File: src/rtl/reg_file_scoreboard.sv
// reg_file_scoreboard: 32x32 register file, write-back consumer, with a per-register pending-write scoreboard.
// Latency: reads and stall are combinational; regs, pending bits, pending_cnt and orphan_wb update on the rising clk edge.
// Backpressure: stall holds decode on RAW/WAW hazards; optional REGFILE_BYPASS_EN forwards same-cycle write-back data.
module reg_file_scoreboard #(
    parameter int DATA_W   = 32,
    parameter int ADDR_W   = 5,
    parameter int NUM_REGS = 32
) (
    input  logic              clk,
    input  logic              reset,
    input  logic [DATA_W-1:0] writeData,
    input  logic [ADDR_W-1:0] writeReg,
    input  logic              writeEnable,
    input  logic [ADDR_W-1:0] AA,
    input  logic [ADDR_W-1:0] BA,
    input  logic              A_en,
    input  logic              B_en,
    input  logic              issue_valid,
    input  logic              issue_RW,
    input  logic [ADDR_W-1:0] issue_DA,
    output logic [DATA_W-1:0] A_data,
    output logic [DATA_W-1:0] B_data,
    output logic              stall,
    output logic [ADDR_W:0]   pending_cnt,
    output logic              orphan_wb
);

    localparam logic [ADDR_W:0] CNT_ONE = 1;

    logic [DATA_W-1:0]   regs [NUM_REGS];
    logic [NUM_REGS-1:0] pending;
    logic [NUM_REGS-1:0] pending_nxt;
    logic [ADDR_W:0]     cnt_nxt;

    logic clr;
    logic clr_hit_a;
    logic clr_hit_b;
    logic clr_hit_w;
    logic byp_a;
    logic byp_b;
    logic haz_a;
    logic haz_b;
    logic haz_w;
    logic accept;
    logic dec;

    assign clr       = writeEnable && (writeReg != '0);
    assign clr_hit_a = clr && (writeReg == AA);
    assign clr_hit_b = clr && (writeReg == BA);
    assign clr_hit_w = clr && (writeReg == issue_DA);

`ifdef REGFILE_BYPASS_EN
    assign byp_a = clr_hit_a;
    assign byp_b = clr_hit_b;
`else
    assign byp_a = 1'b0;
    assign byp_b = 1'b0;
`endif

    assign haz_a = issue_valid && A_en && (AA != '0) && pending[AA] && !byp_a;
    assign haz_b = issue_valid && B_en && (BA != '0) && pending[BA] && !byp_b;
    // A same-edge write-back to the destination retires the old write, so the new one may take its place.
    assign haz_w = issue_valid && issue_RW && (issue_DA != '0) && pending[issue_DA] && !clr_hit_w;
    assign stall = haz_a || haz_b || haz_w;

    assign accept = issue_valid && !stall && issue_RW && (issue_DA != '0);
    assign dec    = clr && pending[writeReg];

    always_comb begin
        A_data = regs[AA];
        if (AA == '0) begin
            A_data = '0;
        end else if (byp_a) begin
            A_data = writeData;
        end
    end

    always_comb begin
        B_data = regs[BA];
        if (BA == '0) begin
            B_data = '0;
        end else if (byp_b) begin
            B_data = writeData;
        end
    end

    // Clear first, then set, so a set on the same register wins.
    always_comb begin
        pending_nxt = pending;
        if (clr) begin
            pending_nxt[writeReg] = 1'b0;
        end
        if (accept) begin
            pending_nxt[issue_DA] = 1'b1;
        end
    end

    always_comb begin
        cnt_nxt = pending_cnt;
        if (accept && !dec) begin
            cnt_nxt = pending_cnt + CNT_ONE;
        end else if (!accept && dec) begin
            cnt_nxt = pending_cnt - CNT_ONE;
        end
    end

    always_ff @(posedge clk) begin
        if (reset) begin
            for (int i = 0; i < NUM_REGS; i++) begin
                regs[i] <= '0;
            end
            pending     <= '0;
            pending_cnt <= '0;
            orphan_wb   <= 1'b0;
        end else begin
            if (clr) begin
                regs[writeReg] <= writeData;
            end
            pending     <= pending_nxt;
            pending_cnt <= cnt_nxt;
            if (clr && !pending[writeReg]) begin
                orphan_wb <= 1'b1;
            end
        end
    end

endmodule

File: config.mk
export PLATFORM = sky130hd
export DESIGN_NAME = reg_file_scoreboard
export DESIGN_NICKNAME = d
export VERILOG_FILES = /design/src/rtl/reg_file_scoreboard.sv
export SDC_FILE = /design/constraint.sdc
export NUM_CORES = 2
export LEC_CHECK = 0
export CAP_MARGIN = 40
export CORE_ASPECT_RATIO = 0.6
export CORE_MARGIN = 3
export CORE_UTILIZATION = 54
export DETAILED_ROUTE_END_ITERATION = 10
export PLACE_DENSITY_LB_ADDON = 0.3
export SLEW_MARGIN = 0
export SYNTH_ARGS = -nofsm -noshare
export SYNTH_HDL_FRONTEND = slang
export SYNTH_SLANG_ARGS = --single-unit
File: constraint.sdc
create_clock -name clk -period 7.01 [get_ports clk]
set_input_delay 1.402 -clock clk [delete_from_list [all_inputs] [get_ports clk]]
set_output_delay 1.402 -clock clk [all_outputs]
set_load 0.1 [all_outputs]
# Word-level counts from Yosys, hierarchy flattened
# Memory sizes are Yosys's and may differ from the RTL's.
# Index checks and enable logic that the tools add are counted.
dict set report totals {
  regBits 39
  latch_bits 0
  ramBits 1024
  mem_bits_ro 0
  in_bits 59
  output_inout_bits 72
  elab_cells 78
  memories 1
}
# name depth width rd rd_ports_with_merged_regs write_ports line_no
set mem_list {}
lappend mem_list {regs 32 32 2 0 32 30} ;# logic [DATA_W-1:0] regs [NUM_REGS];
dict set report op_classes {
  n_addsub 2
  mul 0
  div_mod_pow 0
  n_lt_le_gt_ge 6
  eq_ne 1
  shift 0
  mux 26
  bitwise 3
  reduce_logical 36
}
# cell count
set ops {}
lappend ops {{32-bit two-way mux} 5}
lappend ops {{32-bit bitwise AND} 1}
lappend ops {{32-bit NOT} 1}
lappend ops {{32-bit bitwise OR} 1}
lappend ops {{32-bit OR reduction} 1}
lappend ops {{5-bit by 6-bit < comparator with 1-bit output, second input constant} 4}
lappend ops {{1-bit logical AND} 21}
lappend ops {{1-bit binary-select mux with 5-bit select} 4}
lappend ops {{5-bit nonzero test} 4}
lappend ops {{1-bit two-way mux} 12}
lappend ops {{6-bit two-way mux} 2}
lappend ops {{1-bit demux with 5-bit select} 2}
lappend ops {{5-bit by 1-bit >= comparator with 1-bit output, second input constant} 2}
lappend ops {{5-bit logical NOT} 2}
lappend ops {{6-bit by 1-bit adder with 6-bit output, second input constant} 1}
lappend ops {{6-bit by 1-bit subtractor with 6-bit output, second input constant} 1}
lappend ops {{5-bit equality test} 1}
lappend ops {{1-bit logical NOT} 5}
lappend ops {{5-bit two-way mux} 1}
lappend ops {{1-bit logical OR} 2}
lappend ops {{2-bit nonzero test} 1}

# Depth between registers and ports, before layout
dict set report depth {
  depth_word 14
  depth_mapped 17
  mapped_depth_nobuf 15
}

# Worst setup path after synthesis
# No wires, ideal clock.
dict set report synth_timing {
  path_type {input to output}
  from {input AA[1]}
  to {output A_data[13]}
  arrival_ns 5.184
  required_time_ns 5.608
  setup_slack_ns 0.424
  stages 9
  n_path_buf 4
  path_cell_list {buf_2 -> buf_2 -> clkbuf_1 -> clkbuf_1 -> mux4_2 -> nand2_1 -> nand2_1 -> nand2_1 -> a221oi_1}
}
dict set report synth_between {
  elab_chain_cells 2
  word_cells_on_any_way 3
  classes_between {mux (1); reduce/logical (1); memory (1)}
}
# item line_no
set synth_lines {}
lappend synth_lines {{start, declared} 14} ;# input logic [ADDR_W-1:0] AA,
lappend synth_lines {{memory read 32 x 32 bit / 5-bit logical NOT (equally long branches)} -}
lappend synth_lines {{32-bit two-way mux (*)} 71} ;# if (AA == '0) begin
lappend synth_lines {{end, declared} 21} ;# output logic [DATA_W-1:0] A_data,
# Mark *: on every way between the ends. The rest lies on a longest branch, timed or not.

# Worst setup path after layout
dict set report layout_timing {
  from {input AA[0]}
  to {output A_data[13]}
}
# Same word-level chain as after synthesis.

==> impl_metrics.py <==
metrics = {
    "power_and_ir_drop": {
        "p_leak_nw": 22.5,
        "power.total_w": 0.0157,
        "ir_drop_uv": 207,
        "p_per_area_mw_per_mm2": 243,
    },
    "grt": {
        "grt_pass1_wl_um": 275000,
        "met2_usage": 0.476,
        "grt.overflow.total": 0,
        "met1_usage": 0.526,
        "grt_pass1_vias": 36464,
        "grtUsageMet3": 0.148,
        "busiest_layer": "met1",
        "grt.total_usage": 0.356,
        "antenna_found_initial": 20,
        "grt_max_degree": 132,
    },
    "setup_path": {
        "cpMaxStageDelayCell": "mux4_2",
        "cp_common_cell": "buf_4",
        "path_delay_family": "buffers and inverters",
        "cp.arrival_ns": 4.60,
        "crit_fanout": 70,
        "path_class": "input pin to output pin",
        "worstPathCellList": "buf_8, buf_12, buf_4, mux4_2, a211oi_1, a221oi_1, buf_4",
        "cp_num_buf_inv": 4,
        "crit_path_start_kind": "input pin",
        "critPathRequiredTime_ns": 5.61,
        "slowest_delay_ns": 0.57,
        "end_kind": "output pin",
    },
    "logic_synthesis": {
        "yosysWarnings": 0,
        "synth_edf_count": 1024,
        "synthTopCellsByCount": "edfxtp_1 (1024), and2_1 (993), mux4_2 (568)",
        "synth_cell_types": 57,
        "yosys.area.top_type": "edfxtp_1",
        "ys_dominant_reg_cell": "edfxtp_1",
        "seq_area_frac_synth": 0.553,
        "synth_top_area_share": 0.540,
        "syn_avg_cell_area_um2": 14.9,
        "synth-seq-cells": 1063,
        "synthTopCellsByArea": "edfxtp_1 (54%), mux4_2 (22%), and2_1 (11%), clkbuf_1 (2.2%), mux2i_1 (1.9%)",
        "yosysMostFrequentCell": "edfxtp_1",
        "synth_area_mm2": 0.0570,
        "async_reset_ff_frac": 0,
        "netlist_instances": 3826,
    },
    "clock_network": {
        "htree_num_levels": 3,
        "cts_tree": "done",
        "cts_buffer_depth": 3,
        "clkLatencyLatePin_ns": 0.73,
        "cts_resized": 0,
        "clk_pin_slew_ns": 0.06,
        "cts_buffers": 99,
        "cts_setup_buffers": 0,
        "cts-root-buf": "clkbuf_16",
        "ctsHoldBuffers": 0,
        "cts.sink_count": 1063,
    },
    "sta": {
        "finalSetupViolations": 0,
        "timing.final.crit_share": 0.856,
        "min_period_ns": 6.00,
        "rsz0062_at_grt": "no",
        "slew_violations": 0,
        "skew_ns": 0.0271,
        "relSlewSlack": 0.334,
        "worst_slack_ns": 1.01,
        "hold_viol_final": 0,
        "tightest_slew_ns": 0.997,
        "max_freq_ghz": 0.167,
        "tns_ns": 0,
    },
    "placement": {
        "place_ws_ns": 0.519,
        "port_buffers": 130,
        "dp_hpwl_um": 120000,
        "gp_congestion": 0.937,
    },
    "layout": {
        "fin_nets": 3930,
        "layout-drive-gt1-share": 0.265,
        "area_growth_pct": 13.3,
    },
    "min_path": {
        "hold_path.class": "flop to flop",
    },
    "routing": {
        "vias": 38268,
        "wire_per_inst_um": 36.3,
        "drt_wl_total_um": 194000,
        "drt-vias-per-instance": 7.15,
        "drt_iter0_drc": 6910,
        "drtAntennaViolNets": 0,
        "firstDrtPassIters": 5,
        "drc": 0,
    },
    "die": {
        "start_util": 0.549,
        "ios": 131,
        "die_x_um": 425,
        "rows": 91,
        "coreArea_mm2": 0.104,
        "die_h_um": 258,
        "dieArea_mm2": 0.110,
    },
    "run": {
        "drv_cap": 0,
    },
    "status": {
        "status": "completed",
    },
}
==> metal layers <==
layer	vias up	part of all wire	wire length [um]
li1	14679	-	-
met4	4	0.036	6910
met1	19467	0.37	72400
met3	446	0.18	35000
met5	-	0.00049	96
met2	3672	0.41	80000
==> worst paths after layout <==
check | end | from | depth (start not counted) | slack, ns
max | A_data[13] | AA[0] | 7 | 1.01
min reg2reg | pending[26] | pending[26] | 2 | 0.54
min | pending[26] | pending[26] | 2 | 0.54
max reg2reg | pending_cnt[5] | pending[22] | 15 | 2.56
==> cells by family (layout without fill, tap and decap cells) <==
| family | count (synthesis) | in the layout | share of synthesized area |
|---|---|---|---|
| buf+inv | 448 | 532 | 0.0307 |
| other cells | 1 | 50 | 0.0000658 |
| flops | 1063 | 1063 | 0.553 |
| mux | 684 | 684 | 0.246 |
| fa+ha+maj | 7 | 7 | 0.00167 |
| xor+xnor | 8 | 8 | 0.00123 |
| simple gates | 1369 | 1369 | 0.137 |
| compound gates | 246 | 246 | 0.0305 |
==> metrics by stage <==
step	cell area, um^2	hold slack [ns]	std cells	util
final	64600	0.543	5354	0.622
after global routing	64500	0.561	5341	0.622
after CTS	64500	0.534	5336	0.622
after detailed placement	61300	0.526	5158	0.591
after global placement	60200	0.518	5098	0.580
after floorplan	57100	0.475	3857	-
==> where the power goes <==
group | internal (W) | total [W] | leakage, nW | switching (W)
combinational | 0.000953 | 0.00256 | 10.8 | 0.00161
clock | 0.00306 | 0.00561 | 1.58 | 0.00255
sequential | 0.00731 | 0.00750 | 10.1 | 0.000187
==> worst min-delay path, stage by stage (launching register included) <==
cell	delay [ns]
dfxtp_1	0.34
inv_1	0.07
o22ai_1	0.08
==> layout by cell type (no fill, tap or decap), types with 26 or more instances in the layout <==
cell type | netlist | routed
and2_1 | 993 | 993
clkbuf_16 | 0 | 99
nor3_1 | 33 | 32
nor2_4 | 0 | 29
nor2_1 | 58 | 29
mux4_2 | 568 | 568
o22ai_1 | 56 | 56
dfxtp_1 | 39 | 39
conb_1 | 1 | 32
mux2i_1 | 109 | 109
buf_12 | 0 | 32
buf_8 | 0 | 39
buf_4 | 0 | 164
o21bai_4 | 0 | 27
clkdlybuf4s50_1 | 0 | 56
a221oi_1 | 32 | 32
edfxtp_1 | 1024 | 1024
nand2_1 | 242 | 241
o221ai_1 | 26 | 26
inv_1 | 43 | 42
a21oi_1 | 58 | 58
==> sequential cells by signal, indices dropped and copies added, names as in the netlist <==
signal / flops
pending_cnt: 6
pending: 32
regs: 1024
orphan_wb: 1
==> layout make-up <==
cell class / count / area [um^2]
tap: 1395 / 1750
inverter: 44 / 168
timing repair buffer: 310 / 3450
antenna: 18 / 45.0
multi-input combinational: 2346 / 24400
fill: 7382 / 39200
sequential: 1063 / 31500
clock buffer: 118 / 2550
clock inverter: 60 / 684
Power figures use the tool's default switching activity.
